**src/rtl/display_pkg.sv**
```systemverilog
// Shared definitions for the display command bus: writedata field positions,
// action codes, component IDs and the dispatcher state encoding.
package display_pkg;

    localparam int unsigned COMP_MSB   = 31;
    localparam int unsigned COMP_LSB   = 26;
    localparam int unsigned CHILD_MSB  = 25;
    localparam int unsigned CHILD_LSB  = 21;
    localparam int unsigned ACT_MSB    = 20;
    localparam int unsigned ACT_LSB    = 17;
    localparam int unsigned ATYPE_MSB  = 16;
    localparam int unsigned ATYPE_LSB  = 14;
    localparam int unsigned TOGGLE_BIT = 13;
    localparam int unsigned DATA_MSB   = 12;
    localparam int unsigned DATA_LSB   = 0;

    localparam logic [3:0] ACT_UPDATE = 4'h1;
    localparam logic [3:0] ACT_TOGGLE = 4'hF;

    localparam logic [5:0] BACKGROUND_ID = 6'd1;
    localparam logic [5:0] MARIO_ID      = 6'd2;
    localparam logic [5:0] BOWSER_ID     = 6'd9;

    // Encodings are visible in the status word, so they are fixed.
    typedef enum logic [1:0] {
        StIdle       = 2'd0,
        StWaitVblank = 2'd1,
        StCommit     = 2'd2
    } disp_state_e;

    function automatic logic [31:0] commit_word(input logic [5:0] id, input logic back);
        return {id, 5'b0, ACT_TOGGLE, 3'b000, back, 13'b0};
    endfunction

endpackage

```
**src/rtl/cmd_fifo.sv**
```systemverilog
// Synchronous show-ahead FIFO: o_rdata always presents the head entry.
module cmd_fifo #(
    parameter int unsigned DEPTH = 16,
    parameter int unsigned WIDTH = 32,
    localparam int unsigned AW = $clog2(DEPTH),
    localparam int unsigned LW = AW + 1
) (
    input  logic             clk,
    input  logic             reset,
    input  logic             i_push,
    input  logic [WIDTH-1:0] i_wdata,
    input  logic             i_pop,
    output logic [WIDTH-1:0] o_rdata,
    output logic             o_full,
    output logic             o_empty,
    output logic [LW-1:0]    o_level
);

    logic [WIDTH-1:0] r_mem [DEPTH];
    logic [AW-1:0]    r_wr_ptr;
    logic [AW-1:0]    r_rd_ptr;
    logic [LW-1:0]    r_level;
    logic             w_do_push;
    logic             w_do_pop;

    assign o_full    = (r_level == LW'(DEPTH));
    assign o_empty   = (r_level == '0);
    assign o_level   = r_level;
    assign o_rdata   = r_mem[r_rd_ptr];
    assign w_do_push = i_push && !o_full;
    assign w_do_pop  = i_pop && !o_empty;

    always_ff @(posedge clk or posedge reset) begin
        if (reset) begin
            r_wr_ptr <= '0;
            r_rd_ptr <= '0;
            r_level  <= '0;
        end else begin
            if (w_do_push) r_wr_ptr <= r_wr_ptr + AW'(1);
            if (w_do_pop)  r_rd_ptr <= r_rd_ptr + AW'(1);
            r_level <= r_level + LW'(w_do_push) - LW'(w_do_pop);
        end
    end

    always_ff @(posedge clk) begin
        if (w_do_push) r_mem[r_wr_ptr] <= i_wdata;
    end

endmodule

```
**src/rtl/frame_cmd_dispatcher.sv**
```systemverilog
// Replays buffered software commands onto the display broadcast bus and turns
// commit commands into vblank-aligned per-component buffer toggles.
module frame_cmd_dispatcher
    import display_pkg::*;
#(
    parameter int unsigned FIFO_DEPTH   = 16,
    parameter int unsigned N_COMPONENTS = 12,
    parameter logic [5:0]  COMMIT_ID    = 6'b111111,
    parameter logic [9:0]  VBLANK_LINE  = 10'd480
) (
    input  logic        clk,
    input  logic        reset,
    input  logic        avs_write,
    input  logic [31:0] avs_writedata,
    output logic        avs_waitrequest,
    input  logic        avs_read,
    output logic [31:0] avs_readdata,
    input  logic [9:0]  hcount,
    input  logic [9:0]  vcount,
    output logic [31:0] writedata
);

    localparam int unsigned LW = $clog2(FIFO_DEPTH) + 1;

    disp_state_e r_state;
    disp_state_e w_state_next;
    logic [5:0]  r_id;
    logic [5:0]  w_id_next;
    logic        r_back;
    logic [15:0] r_frame_count;
    logic        r_vbl_done;
    logic [31:0] r_writedata;
    logic [31:0] w_wd_next;
    logic [31:0] r_readdata;

    logic          w_push;
    logic          w_pop;
    logic [31:0]   w_head;
    logic          w_full;
    logic          w_empty;
    logic [LW-1:0] w_level;
    logic [4:0]    w_level5;
    logic          w_in_vblank;
    logic          w_commit_done;
    logic          w_unused_hcount;

    assign w_push          = avs_write && !w_full;
    assign avs_waitrequest = (w_level == LW'(FIFO_DEPTH));
    assign w_level5        = 5'(w_level);
    assign w_in_vblank     = (vcount >= VBLANK_LINE);
    assign w_unused_hcount = ^hcount;
    assign writedata       = r_writedata;
    assign avs_readdata    = r_readdata;

    cmd_fifo #(
        .DEPTH (FIFO_DEPTH),
        .WIDTH (32)
    ) u_cmd_fifo (
        .clk     (clk),
        .reset   (reset),
        .i_push  (w_push),
        .i_wdata (avs_writedata),
        .i_pop   (w_pop),
        .o_rdata (w_head),
        .o_full  (w_full),
        .o_empty (w_empty),
        .o_level (w_level)
    );

    always_comb begin
        w_state_next  = r_state;
        w_id_next     = r_id;
        w_wd_next     = '0;
        w_pop         = 1'b0;
        w_commit_done = 1'b0;
        unique case (r_state)
            StIdle: begin
                if (!w_empty) begin
                    w_pop = 1'b1;
                    // Commit words are consumed here; only the toggle action starts a swap.
                    if (w_head[COMP_MSB:COMP_LSB] == COMMIT_ID) begin
                        if (w_head[ACT_MSB:ACT_LSB] == ACT_TOGGLE) begin
                            w_state_next = StWaitVblank;
                        end
                    end else begin
                        w_wd_next = {w_head[COMP_MSB:ATYPE_LSB], r_back,
                                     w_head[DATA_MSB:DATA_LSB]};
                    end
                end
            end
            StWaitVblank: begin
                if (w_in_vblank && !r_vbl_done) begin
                    w_state_next = StCommit;
                    w_id_next    = 6'd1;
                end
            end
            StCommit: begin
                w_wd_next = commit_word(r_id, r_back);
                if (r_id == 6'(N_COMPONENTS)) begin
                    w_commit_done = 1'b1;
                    w_state_next  = StIdle;
                end else begin
                    w_id_next = r_id + 6'd1;
                end
            end
            default: w_state_next = StIdle;
        endcase
    end

    always_ff @(posedge clk or posedge reset) begin
        if (reset) begin
            r_state       <= StIdle;
            r_id          <= 6'd0;
            r_back        <= 1'b1;
            r_frame_count <= 16'd0;
            r_vbl_done    <= 1'b0;
            r_writedata   <= 32'd0;
            r_readdata    <= 32'd0;
        end else begin
            r_state     <= w_state_next;
            r_id        <= w_id_next;
            r_writedata <= w_wd_next;
            // Once set, a further commit must wait for the next frame's vblank.
            if (w_commit_done) begin
                r_back        <= ~r_back;
                r_frame_count <= r_frame_count + 16'd1;
                r_vbl_done    <= 1'b1;
            end else if (!w_in_vblank) begin
                r_vbl_done <= 1'b0;
            end
            if (avs_read) begin
                r_readdata <= {r_frame_count, 8'b0, r_state, r_back, w_level5};
            end
        end
    end

endmodule
```
**config.mk**
```make
export PLATFORM = sky130hd
export DESIGN_NAME = frame_cmd_dispatcher
export DESIGN_NICKNAME = d
export VERILOG_FILES = /design/src/rtl/display_pkg.sv /design/src/rtl/cmd_fifo.sv /design/src/rtl/frame_cmd_dispatcher.sv
export SDC_FILE = /design/constraint.sdc
export NUM_CORES = 1
export LEC_CHECK = 0
export BUFFER_PORTS_ARGS = -buffer_cell sky130_fd_sc_hd__clkbuf_2
export CAP_MARGIN = 20
export CELL_PAD_IN_SITES_DETAIL_PLACEMENT = 1
export CELL_PAD_IN_SITES_GLOBAL_PLACEMENT = 2
export CORE_ASPECT_RATIO = 1.4
export CORE_MARGIN = 4
export CORE_UTILIZATION = 52
export DETAILED_ROUTE_END_ITERATION = 12
export GPL_ROUTABILITY_DRIVEN = 0
export PLACE_DENSITY = 0.84
export SETUP_SLACK_MARGIN = 0.05
export SLEW_MARGIN = 20
export SYNTH_ARGS = -nofsm -noshare
export SYNTH_HDL_FRONTEND = slang
export SYNTH_SLANG_ARGS = --single-unit
export TNS_END_PERCENT = 30
```
**constraint.sdc**
```tcl
create_clock -name clk -period 9 [get_ports clk]
set_input_delay 1.35 -clock clk [delete_from_list [all_inputs] [get_ports clk]]
set_output_delay 1.35 -clock clk [all_outputs]
set_load 0.02 [all_outputs]
```
; After elaboration in Yosys (flattened, before gate mapping)
; Memory sizes are Yosys's and may differ from the RTL's.
; Index checks and enable logic that the tools add are counted.
[word_totals]
reg_bits = 95
output_inout_bits = 65
mem_count = 1
wordCells = 64
mem_bits_rw = 512
inputBits = 56
[memory_table]
columns = name, words, word_bits, read_ports, rd_clocked_by_memory_dff, write_ports, line_no
row1 = u_cmd_fifo.r_mem, 16, 32, 1, 0, 1, cmd_fifo.sv:19  ; logic [WIDTH-1:0] r_mem [DEPTH];
[classes]
bitwise = 1
order_cmp = 1
n_reduce_logical = 12
mux = 20
add_sub_neg = 6
n_eq_ne = 13
[op_table]
columns = operator, n
row1 = $mux W32, 2
row2 = $pmux W32 S2, 1
row3 = $add A16 B1 Y16 const B, 1
row4 = $mux W6, 2
row5 = $ne A2 B2 Y1 const B, 6
row6 = $pmux W6 S2, 1
row7 = $ge A10 B9 Y1 const B, 1
row8 = $mux W2, 5
row9 = $add A4 B1 Y4 const B, 2
row10 = $mux W1, 8
row11 = $add A6 B1 Y6 const B, 1
row12 = $eq A6 B4 Y1 const B, 1
row13 = $eq A6 B6 Y1 const B, 1
row14 = $pmux W2 S3, 1
row15 = $add A5 B1 Y5, 1
row16 = $eq A5 B5 Y1 const B, 1
row17 = $logic_not A5 Y1, 1
row18 = $reduce_and A5 Y1, 1
row19 = $sub A5 B1 Y5, 1
row20 = $eq A4 B4 Y1 const B, 1
row21 = $logic_and A1 B1 Y1, 4
row22 = $logic_not A1 Y1, 3
row23 = $reduce_and A3 Y1, 1
row24 = $eq A2 B1 Y1 const B, 1
row25 = other kinds (5), 5

; Longest topological paths before layout
; Gate-level depths: netlist of run 1.
[depth]
ltp_word = 6
depth_mapped = 13
depth_no_buf = 12

; By module
; From an unflattened synthesis of run 1, not the netlist that was laid out.
[hier_totals]
cells_unflattened = 1253
area_unflattened_um2 = 23722.8
[by_module_without_submodules]
columns = mod, area_per_inst_um2, seq_area_each_um2, instances, cells_each
row1 = cmd_fifo, 20434.6, 15700.1, 1, 1007
row2 = frame_cmd_dispatcher, 3288.2, 2053.2, 1, 246

; Worst setup path after synthesis of run 1
; OpenSTA, ideal clock, no wires.
[synth_timing]
path_kind = input to register
start = input avs_write
end = memory u_cmd_fifo.r_mem[3][0] (enable)
setup_time_ps = 458
n_path_buf = 1
setup_slack_ps = 4489
path_stages = 4
t_arrival_ps = 4053
required_time_ps = 8542
path_cell_list = nor2b_1 -> clkbuf_1 -> nand2_1 -> nor3_1
[synth_via]
elab_chain_cells = 4
[synth_lines]
columns = element, line_no
row1 = "start, declared", frame_cmd_dispatcher.sv:13  ; input logic avs_write,
row2 = $logic_and A1 B1 Y1, frame_cmd_dispatcher.sv:47  ; assign w_push = avs_write && !w_full;
row3 = $logic_and A1 B1 Y1, cmd_fifo.sv:30  ; assign w_do_push = i_push && !o_full;
row4 = named net u_cmd_fifo.w_do_push, cmd_fifo.sv:23  ; logic w_do_push;
row5 = $mux W1, cmd_fifo.sv:46  ; if (w_do_push) r_mem[r_wr_ptr] <= i_wdata;
row6 = $mux W1 (implied by the code), cmd_fifo.sv:46
row7 = "end, declared", cmd_fifo.sv:19
; The timed path passes the listed nets, and every way through them passes these cells.

; Worst setup path in the final report of run 1
[layout_timing]
start = register u_cmd_fifo.r_rd_ptr[1]
end = register r_writedata[24], in the netlist writedata[24]
[layout_via]
elab_chain_cells = 5
[layout_lines]
columns = element, line_no
row1 = "start, declared", cmd_fifo.sv:21  ; logic [AW-1:0] r_rd_ptr;
row2 = "start signal, assigned", cmd_fifo.sv:40  ; if (w_do_pop) r_rd_ptr <= r_rd_ptr + AW'(1);
row3 = $mem_v2 Z16 W32 (*), --
row4 = $eq A6 B6 Y1, frame_cmd_dispatcher.sv:81  ; if (w_head[COMP_MSB:COMP_LSB] == COMMIT_ID) begin
row5 = $mux W32 (*), frame_cmd_dispatcher.sv:81
row6 = $mux W32 (*), frame_cmd_dispatcher.sv:78  ; if (!w_empty) begin
row7 = $pmux W32 S2 (*), frame_cmd_dispatcher.sv:76  ; unique case (r_state)
row8 = named net w_wd_next[24], frame_cmd_dispatcher.sv:33  ; logic [31:0] w_wd_next;
row9 = "end signal, assigned", frame_cmd_dispatcher.sv:122  ; r_writedata <= w_wd_next;
row10 = "end, declared", frame_cmd_dispatcher.sv:32  ; logic [31:0] r_writedata;
; The timed path passes the listed nets; every way through them passes the cells marked *.
; A chain may end at the register's enable or synchronous reset.

==> summary.md, run 1 <==
| Metric | Value |
|---|---|
| P_leak | `8.87 nW` |
| Post-Synth XOR/XNOR Area | `1.16%` |
| Post-synth top cells | `edfxtp_1, mux4_2, dfrtp_1` |
| Dpl ws | `4.52 ns` |
| Starting Density | `52.7%` |
| Clk sinks | `591` |
| Crit-path max FO | `69` |
| Critical path endpoint | `writedata[24]` |
| Via density | `5.98` |
| CTS max path bufs | `3` |
| Die W | `185 um` |
| Fmax | `228 MHz` |
| Post-synthesis sequential element count | `591` |
| Largest net degree at the start of global routing | `70` |
| Tcrit/Tclk final | `48.7%` |
| Chip height | `255 um` |
| Number of antenna violations at the first check in global routing | `3` |
| Setup slack after layout | `4.62 ns` |
| Fraction of layout cells with a size suffix above 1 | `33.2%` |
| Post-synthesis instance total | `1,049` |
| Cell Pwr Density | `311 nW/um^2` |
| Final instance area | `25,700 sq um` |
| Cell with the most instances after synthesis | `edfxtp_1` |
| Yosys top cell area share | `65.5%` |
| R2r setup slk | `4.62 ns` |
| Clock-pin slew on the worst setup and hold paths | `0.06 ns` |
| Routed len/inst | `28.0 um` |
| Ys flop type | `edfxtp_1` |
| Min cycle time layout | `4.38 ns` |
| Max Cap Violations | `0` |
| Max-slew violation count | `0` |
| VDD IR max | `173 uV` |
| Count of final setup violators | `0` |
| Synthesis Warnings | `0` |
| Final Hold Viols | `0` |
| Clk Latency, worst-skew pair | `0.59 ns` |
| # DRC | `0` |
| Leading area contributor after synthesis | `edfxtp_1` |
| Site row count | `90` |
| RSZ-0062 raised after global routing | `false` |
| Launch point of the worst path | `u_cmd_fifo.r_rd_ptr[1]` |
| Root Driver | `clkbuf_16` |
| Number of global-route vias before repair | `11,800` |
| Detail Route Antenna Nets | `0` |
| H-tree Lvls | `2` |
| Setup crit end kind | `flop` |
| Ys async rst share | `16.1%` |
| Mux cell area share after synthesis | `16.3%` |
| CTS tree | `built` |
| Post-CTS setup buffers | `0` |
| Setup TNS | `0 ns` |
| Simple-gate share of the synthesized area | `2.77%` |
| Status | `finished clean` |
| Reg2reg path depth | `8` |
| PnR Total Power | `7.99 mW` |
| Placeable Area | `43,100 sq um` |
| All-Layer GR Usage | `21.6%` |
| Critical Path RT | `9.52 ns` |
| ANT cells | `0` |
| Cts bufs inserted | `54` |
| Final WL | `49,700 um` |
| Compound-cell area share of the yosys netlist | `1.19%` |
| CP arrival | `4.89 ns` |
| Largest family of logic cells by synthesized area | `multiplexers` |
| Layout area overhead | `12.8%` |
| Post-Syn Area | `22,700 sq um` |
| 1st-iter DRT viols | `984` |
| Ports | `121` |
| RR Startpoint | `u_cmd_fifo.r_rd_ptr[1]` |
| Worst r2r dst | `writedata[24]` |
| Post-Synth Adder-Cell Area | `0.858%` |
| Worst clock skew | `0.0208 ns` |
| Post-DP Area | `23,900 sq um` |
| Avg Cell Area, Syn | `21.7 sq um` |
| Crit Path Class | `flop to flop` |
| GRT overflow | `0` |
| Register area share after synthesis | `75.9%` |
| IO Port Bufs | `96` |
| Slew HR | `27.0%` |
| Die area | `47,200 sq um` |
| Detailed Routing Iterations Pass 1 | `5` |
| Ranking of synthesized cells by area | `edfxtp_1, mux4_2, dfrtp_1` |
| Hold buffer count at cts | `0` |
| Yosys cell types | `48` |
| First-pass GRT wire length | `75,600 um` |
| Actual slew at the worst max-slew pin | `1.09 ns` |
| Via Count | `10,600` |
| Nature of the critical path startpoint | `flop` |
| EDFF count, synth | `496` |
| Worst hold path type | `flop to flop` |
| PostCTS Resize Cnt | `0` |
| Final nets | `1,250` |
| Dpl hpwl | `28,400 um` |
-- cell families after synthesis --
family,after synthesis
and+or+nand+nor,121
AOI/OAI and AO/OA,38
buffers and inverters,71
other,1
muxes,182
adders and majority gates,15
DFF,591
xor gates and xnor gates,30
-- report_power, final --
part	internal, mW	total (mW)	switching, mW
clock	1.27	2.23	0.964
combinational	1.04	2.23	1.19
sequential	3.34	3.53	0.191
-- metrics by stage --
step | instances | util [%] | hold WS, ns
finish | 1776 | 59.5 | 0.468
global route | 1776 | 59.5 | 0.523
CTS | 1776 | 59.5 | 0.473
detailed placement | 1675 | 55.5 | 0.464
global placement | 1675 | 55.5 | 0.460
floorplan | 1056 | - | 0.440
-- sequential cells by signal, summed over array words and instances (netlist names) --
name	flops
u_cmd_fifo.r_rd_ptr	4
u_cmd_fifo.r_mem	496
avs_readdata	24
r_frame_count	16
writedata	32
r_state	2
u_cmd_fifo.r_wr_ptr	4
r_id	6
r_vbl_done	1
r_back	1
u_cmd_fifo.o_level	5
-- critical path, stage by stage, from the launching register on --
cell and delay, ns:
dfrtp_4 0.85, buf_4 0.93, mux4_1 0.66, mux2_2 0.30, and3_4 0.19, o21ai_2 0.17
o31a_1 0.50, buf_4 0.39, and2_1 0.19
-- cell usage in the layout, fill, tap and decap left out, types with 3 or more instances in the layout --
cell and count:
dfrtp_4 3, conb_1 8, nor2b_1 5, clkbuf_2 96, nor2_4 12, a22o_1 5, nor3_2 5, clkbuf_16 55
clkinv_2 9, inv_1 13, xor2_1 11, ha_1 14, dfrtp_1 90, a21oi_1 6, mux2_2 29, clkbuf_8 9
nand2_1 26, nor2_1 10, mux2i_1 5, and2_1 23, a22oi_1 3, clkbuf_1 20, a21o_1 4, buf_4 28
edfxtp_1 496, mux4_2 146, nand3_1 16, o21ai_0 9, and3_1 3, xnor2_1 19, nand2b_1 5, nand4_1 7
-- worst min path at each step --
stage	depth (start not counted)	endpoint	startpoint
CTS	1	r_frame_count[15]	r_frame_count[15]
global placement	1	r_frame_count[15]	r_frame_count[15]
finish	1	r_frame_count[15]	r_frame_count[15]
global route	1	r_frame_count[15]	r_frame_count[15]
detailed placement	1	r_frame_count[15]	r_frame_count[15]
floorplan	1	r_frame_count[15]	r_frame_count[15]
-- routing by layer --
layer | vias to the layer above | wire [um] | GRT usage, %
met3 | 68 | 2810 | 3.80
met5 | - | 26 | 0
li1 | 4502 | - | -
met1 | 5684 | 18600 | 27.9
met2 | 361 | 27200 | 38.3
met4 | 4 | 1050 | 5.20
-- layout make-up --
type / count / area [sq um]
Clock inverter: 15 / 135
Timing Repair Buffer: 124 / 691
Tap cell: 552 / 691
Inverter: 14 / 55.1
Clock buffer: 86 / 1590
Sequential cell: 591 / 17300
Multi-Input combinational cell: 394 / 5220
Fill cell: 3607 / 17500
No activity file was read; power rests on OpenSTA's default activity.
==> run 2, diff against run 1 <==
- CORE_UTILIZATION: 52 -> 48
- PLACE_DENSITY: 0.84 -> 0.79
- clock period: 9 -> 4.3 ns (I/O delays scaled with it)
==> run 2 against run 1 <==
  * Register-to-register slack got worse by 3.5 ns
  * Utilization fell by 4.3 points
  * Via count fell by 0.97%
  * Clock power rose by 120%
  * Design area rose by 1.0%
  * Sequential share of layout area fell by 0.69 points
  * Total power rose by 110%
  * Final cell count rose by 4.2%
  * Worst hold slack got worse by 0.37 ns
  * Critical path depth fell by 1
  * Global-route usage fell by 2.0 points
  * Critical path type unchanged
  * Critical endpoint is now u_cmd_fifo.r_mem[14][28]
==> summary.md, run 2 (same netlist as run 1, synthesis figures left out) <==
| Metric | Value |
|---|---|
| Non-Filler Instances | `1,850 (+4.2%)` |
| 1st-iter DRT viols | `746 (-24%)` |
| Die area | `51,000 sq um (+8.0%)` |
| Clk sinks | `591 (unchanged)` |
| Post-CTS setup buffers | `0 (unchanged)` |
| Detailed Routing Iterations Pass 1 | `4 (-1)` |
| Ports | `121 (unchanged)` |
| Final nets | `1,252 (+0.16%)` |
| RR Startpoint | `u_cmd_fifo.o_level[2]` |
| Min cycle time layout | `3.21 ns (-1.17 ns)` |
| Worst hold path type | `input pin to async pin` |
| H-tree Lvls | `2 (unchanged)` |
| Nature of the critical path startpoint | `flop` |
| CP arrival | `3.48 ns (-1.41 ns)` |
| Fmax | `311 MHz (+36%)` |
| Post-DP Area | `24,100 sq um (+0.80%)` |
| PostCTS Resize Cnt | `0 (unchanged)` |
| CP top delay family | `simple AND/OR/NAND/NOR gates` |
| Worst r2r dst | `u_cmd_fifo.r_mem[14][28]` |
| Commonest non-fill, non-tap cell in the layout | `edfxtp_1` |
| Slew HR | `35.6% (+8.6 points)` |
| Dpl hpwl | `28,300 um (-0.29%)` |
| Max stage delay cell, worst path | `nor2b_1` |
| Number of antenna violations at the first check in global routing | `1 (-2)` |
| PnR Total Power | `16.9 mW (+110%)` |
| Starting Density | `48.5% (-4.3 points)` |
| Via Count | `10,500 (-0.97%)` |
| Setup crit end kind | `flop` |
| First-pass GRT wire length | `74,700 um (-1.2%)` |
| Die W | `192 um (+3.9%)` |
| Final WL | `48,900 um (-1.5%)` |
| Largest net degree at the start of global routing | `62 (-11%)` |
| Layout area overhead | `14.0%` |
| Sequential Area | `17,300 sq um (unchanged)` |
| ANT cells | `0 (unchanged)` |
| IO Port Bufs | `96 (unchanged)` |
| CTS max path bufs | `3 (unchanged)` |
| WHS | `0.102 ns (-0.366 ns)` |
| Actual slew at the worst max-slew pin | `0.966 ns (-0.128 ns)` |
| # DRC | `0 (unchanged)` |
| Tcrit/Tclk final | `74.7% (+26 points)` |
| R2r setup slk | `1.09 ns (-3.53 ns)` |
| Crit-path cells | `inv_1 > ha_1 > and4_1 > nor2b_1 > nand2_1 > nor2_4 > buf_4` |
| Max reg flops | `496 (unchanged)` |
| Reg2reg path depth | `7 (-1)` |
| Cell Pwr Density | `652 nW/um^2 (+110%)` |
| WP buf/inv | `2 (unchanged)` |
| Number of global-route vias before repair | `11,800 (-0.0085%)` |
| Chip height | `266 um (+4.0%)` |
| Root Driver | `clkbuf_16` |
| Via density | `5.68 (-4.9%)` |
| Crit path largest cell delay | `0.63 ns (-0.30 ns)` |
| All-Layer GR Usage | `19.7% (-2.0 points)` |
| Critical Path RT | `4.56 ns (-4.96 ns)` |
| Cts bufs inserted | `54 (unchanged)` |
| Placed Cells incl. Taps | `1,749 (+4.4%)` |
| GRT overflow | `0 (unchanged)` |
| Crit-path max FO | `14 (-80%)` |
| Setup TNS | `0 ns (unchanged)` |
| Worst clock skew | `0.0202 ns (-0.000524 ns)` |
| Multi-input gate area | `5220 sq um (unchanged)` |
| Detail Route Antenna Nets | `0 (unchanged)` |
| Final instance area | `25,900 sq um (+1.0%)` |
| Hold buffer count at cts | `0 (unchanged)` |
| Site row count | `94 (+4.4%)` |
| Status | `finished clean` |
| Max-slew violation count | `0 (unchanged)` |
| Placeable Area | `46,900 sq um (+8.8%)` |
| Max Cap Violations | `0 (unchanged)` |
| CTS tree | `built` |
| VDD IR max | `363 uV (+110%)` |
| P_leak | `8.92 nW (+0.62%)` |
| Clock-pin slew on the worst setup and hold paths | `0.06 ns (about the same)` |
| Final Hold Viols | `0 (unchanged)` |
| Number of fill cells | `4,046 (+12%)` |
| Routed len/inst | `26.4 um (-5.5%)` |
| Fraction of layout cells with a size suffix above 1 | `33.4% (+0.27 points)` |
| Clk Latency, worst-skew pair | `0.59 ns (about the same)` |
| Crit Path Class | `flop to flop` |
| Most flop-heavy register | `u_cmd_fifo.r_mem` |
| Commonest cells after routing, fill and taps aside | `edfxtp_1, mux4_2, clkbuf_2, dfrtp_1, clkbuf_16` |
| RSZ-0062 raised after global routing | `false` |
| Count of final setup violators | `0 (unchanged)` |
-- run 2: worst max path at each step --
stage,from,endpoint,slack (ns),cells after the start
after detailed placement,u_cmd_fifo.o_level[2],u_cmd_fifo.r_mem[14][28],1.01,7
after global routing,u_cmd_fifo.o_level[2],u_cmd_fifo.r_mem[14][27],0.89,7
after CTS,u_cmd_fifo.o_level[2],u_cmd_fifo.r_mem[14][28],0.98,7
final,u_cmd_fifo.o_level[2],u_cmd_fifo.r_mem[14][28],1.09,7
after global placement,u_cmd_fifo.o_level[2],u_cmd_fifo.r_mem[14][27],1.08,7
after floorplan,u_cmd_fifo.o_level[2],u_cmd_fifo.r_mem[3][0],0.26,7
-- run 2: report_power, final --
group	leakage [nW]	internal (mW)	switching, mW
Combinational	2.36	2.22	2.23
Clock	0.875	2.78	2.05
Sequential	5.69	6.97	0.647
-- run 2: metal layers --
layer  up-vias  track usage, %  wire length [um]
met1      5637            25.6             19100
met5         -               0                 0
met3        75            2.76              2250
li1       4508               -                 -
met2       296            35.4             26600
met4         0            4.36               962
-- run 2: final cells by class --
| type | count | share of cell area [%] |
|---|---|---|
| multi-input combinational | 394 | 20.1 |
| timing repair buffer | 126 | 3.06 |
| clock inverter | 27 | 1.24 |
| clock buffer | 74 | 5.69 |
| sequential | 591 | 66.7 |
| tap | 624 | 3.01 |
| inverter | 14 | 0.212 |
-- run 2: per-stage QoR --
step | setup WS (ns) | utilization, %
after floorplan | 0.264 | -
after global placement | 1.08 | 51.4
after detailed placement | 1.01 | 51.4
after CTS | 0.978 | 55.3
after global routing | 0.885 | 55.3
final | 1.09 | 55.3
-- run 2: worst register-to-register path, stage by stage, from the launching register on --
cell and delay, ns:
dfrtp_1 0.37, inv_1 0.07, ha_1 0.21, and4_1 0.22
nor2b_1 0.64, nand2_1 0.41, nor2_4 0.61, buf_4 0.36
==> run 3, diff against run 2 <==
- CORE_UTILIZATION: 48 -> 43
- PLACE_DENSITY: 0.79 -> 0.75
- clock period: 4.3 -> 2.8 ns (I/O delays scaled with it)
==> run 3 against run 2 <==
  * Count of clock-buffer cells in the layout is 12 higher
  * Non-clock buffer count up 30
  * Total power rose by 56%
  * Final cell count increased by 6.3%
  * Design area grew 2.2%
  * Sequential cell count stayed put
  * Global-route usage is 1.4 points lower
  * First-iteration DRC count is 4.0% higher
  * Sequential share of layout area fell by 1.4 points
==> summary.md, run 3 (same netlist as run 1, synthesis figures left out) <==
| Metric | Value |
|---|---|
| Min-delay src | `vcount[9]` |
| Layout area overhead | `16.5%` |
| # DRC | `0 (unchanged)` |
| Status | `finished clean` |
| Die W | `202 um (+5.4%)` |
| Clk sinks | `591 (unchanged)` |
| Max Cap Violations | `0 (unchanged)` |
| CTS tree | `built` |
| CTS max path bufs | `3 (unchanged)` |
| ANT cells | `0 (unchanged)` |
| Clk Latency, worst-skew pair | `0.60 ns (about the same)` |
| Fmax | `390 MHz (+25%)` |
| DRT met1 WL | `20,300 um (+6.5%)` |
| Util after Layout | `50.7% (-4.6 points)` |
| RR Startpoint | `u_cmd_fifo.r_rd_ptr[0]` |
| RSZ-0062 raised after global routing | `true` |
| Number of global-route vias before repair | `11,700 (-1.1%)` |
| Via Count | `10,800 (+2.2%)` |
| GRT overflow | `0 (unchanged)` |
| R2r setup slk | `0.23 ns (-0.85 ns)` |
| Hold-critical path depth | `4` |
| CP arrival | `3.05 ns (-0.43 ns)` |
| Clock-pin slew on the worst setup and hold paths | `0.06 ns (about the same)` |
| Crit-path max FO | `32 (+18)` |
| Setup crit end kind | `flop` |
| Metal2 WL | `27,800 um (+4.5%)` |
| Min cycle time layout | `2.57 ns (-0.647 ns)` |
| Crit Path Class | `flop to flop` |
| Dpl hpwl | `30,900 um (+9.3%)` |
| Non-Filler Instances | `1,966 (+6.3%)` |
| Count of final setup violators | `0 (unchanged)` |
| Hold endpoint | `r_vbl_done` |
| Reg2reg path depth | `4 (-3)` |
| Commonest cells after routing, fill and taps aside | `edfxtp_1, mux4_2, clkbuf_2, dfrtp_1, clkbuf_16` |
| 1st-iter DRT viols | `776 (+4.0%)` |
| Root Driver | `clkbuf_16` |
| First-pass GRT wire length | `77,600 um (+3.9%)` |
| Multi-input gate area | `5250 sq um (+0.65%)` |
| Met3 routed WL | `2190 um (-2.8%)` |
| P_leak | `9.16 nW (+2.6%)` |
| All-Layer GR Usage | `18.3% (-1.4 points)` |
| Tcrit/Tclk final | `91.6% (+17 points)` |
| Sequential Area | `17,300 sq um (unchanged)` |
| Actual slew at the worst max-slew pin | `0.672 ns (-0.294 ns)` |
| Final nets | `1,283 (+2.5%)` |
| Starting Density | `43.5% (-5.0 points)` |
| VDD IR max | `595 uV (+64%)` |
| Commonest non-fill, non-tap cell in the layout | `edfxtp_1` |
| Post-CTS setup buffers | `0 (unchanged)` |
| Setup TNS | `0 ns (unchanged)` |
| Max-slew violation count | `0 (unchanged)` |
| Number of fill cells | `4,672 (+15%)` |
| Chip height | `280 um (+5.5%)` |
| Critical Path RT | `3.29 ns (-1.27 ns)` |
| Fraction of layout cells with a size suffix above 1 | `35.3% (+1.9 points)` |
| Worst clock skew | `0.0226 ns (+0.00236 ns)` |
| Ports | `121 (unchanged)` |
| Site row count | `99 (+5.3%)` |
| Placed Cells incl. Taps | `1,861 (+6.4%)` |
| Most flop-heavy register | `u_cmd_fifo.r_mem` |
| Detailed Routing Iterations Pass 1 | `4 (unchanged)` |
| Largest net degree at the start of global routing | `57 (-8.1%)` |
| Die area | `56,700 sq um (+11%)` |
| Worst hold path type | `input pin to flop` |
| Slew HR | `55.2% (+20 points)` |
| Worst r2r dst | `writedata[10]` |
| Via density | `5.47 (-3.8%)` |
| Final WL | `51,300 um (+4.8%)` |
| Routed len/inst | `26.1 um (-1.3%)` |
| H-tree Lvls | `2 (unchanged)` |
| Max reg flops | `496 (unchanged)` |
| Nature of the critical path startpoint | `flop` |
| Launch point of the worst path | `u_cmd_fifo.r_rd_ptr[0]` |
| Placeable Area | `52,300 sq um (+11%)` |
| Final Hold Viols | `0 (unchanged)` |
| Highest metal layer with signal wires | `met5` |
| IO Port Bufs | `96 (unchanged)` |
| Number of antenna violations at the first check in global routing | `2 (+1)` |
| Detail Route Antenna Nets | `0 (unchanged)` |
| Cts bufs inserted | `55 (+1.9%)` |
| Cell Pwr Density | `999 nW/um^2 (+53%)` |
-- run 3: cell types whose count changed in the layout (fill, tap and decap cells not counted), sizes merged --
cell | previous run | this run
buf | 30 | 59
bufinv | 6 | 4
clkbuf | 170 | 182
clkinv | 15 | 11
clkinvlp | 3 | 1
dlygate4sd3 | 0 | 1
inv | 17 | 16
-- run 3: per-stage QoR --
step | hold slack (ns) | area, sq um | setup WS (ns) | power [mW]
CTS | 0.145 | 26500 | 0.124 | 26.9
global route | 0.182 | 26500 | 0.0174 | 27.7
global placement | 0.473 | 24600 | 0.0494 | 19.1
floorplan | 0.440 | 22800 | -0.408 | 16.6
detailed placement | 0.486 | 24600 | 0.0620 | 19.3
finish | 0.166 | 26500 | 0.235 | 26.5
-- run 3: cell type report --
class	instances	share of cell area, %
clock buffer	86	6.14
clock inverter	18	0.826
inverter	14	0.208
multi-input combinational	394	19.8
sequential	591	65.2
tap	707	3.34
timing repair buffer	156	4.42
-- run 3: worst max path at each step --
stage	to	slack [ns]	cells after the start
finish	writedata[10]	0.23	4
global route	u_cmd_fifo.o_level[4]	0.02	12
CTS	u_cmd_fifo.r_mem[3][16]	0.12	7
detailed placement	u_cmd_fifo.o_level[4]	0.06	12
global placement	u_cmd_fifo.o_level[4]	0.05	12
floorplan	u_cmd_fifo.r_mem[15][0]	-0.41	7
-- run 3: power by group --
group / switching [mW] / internal [mW]
clock network: 3.18 / 4.38
registers: 0.627 / 10.7
logic: 3.96 / 3.59
-- run 3: routing by layer --
layer	vias to the layer above	track usage, %
met5	-	0
met4	2	4.20
met3	69	2.79
met2	288	32.8
met1	5819	23.7
li1	4572	-
-- run 3: worst max-delay path: stages, from the launching register on --
cell and delay (ns):
dfrtp_4 0.57, buf_4 0.60, mux4_2 0.62, mux4_2 0.48
and2_1 0.17
-- run 3: timing repair --
item / 4_1_cts / 5_1_grt
resized for setup: 1 / 1
hold endpoints to repair: 32 / 0
pin swaps: 0 / 0
hold buffers: 1 / 0
setup endpoints to repair: 1 / 183
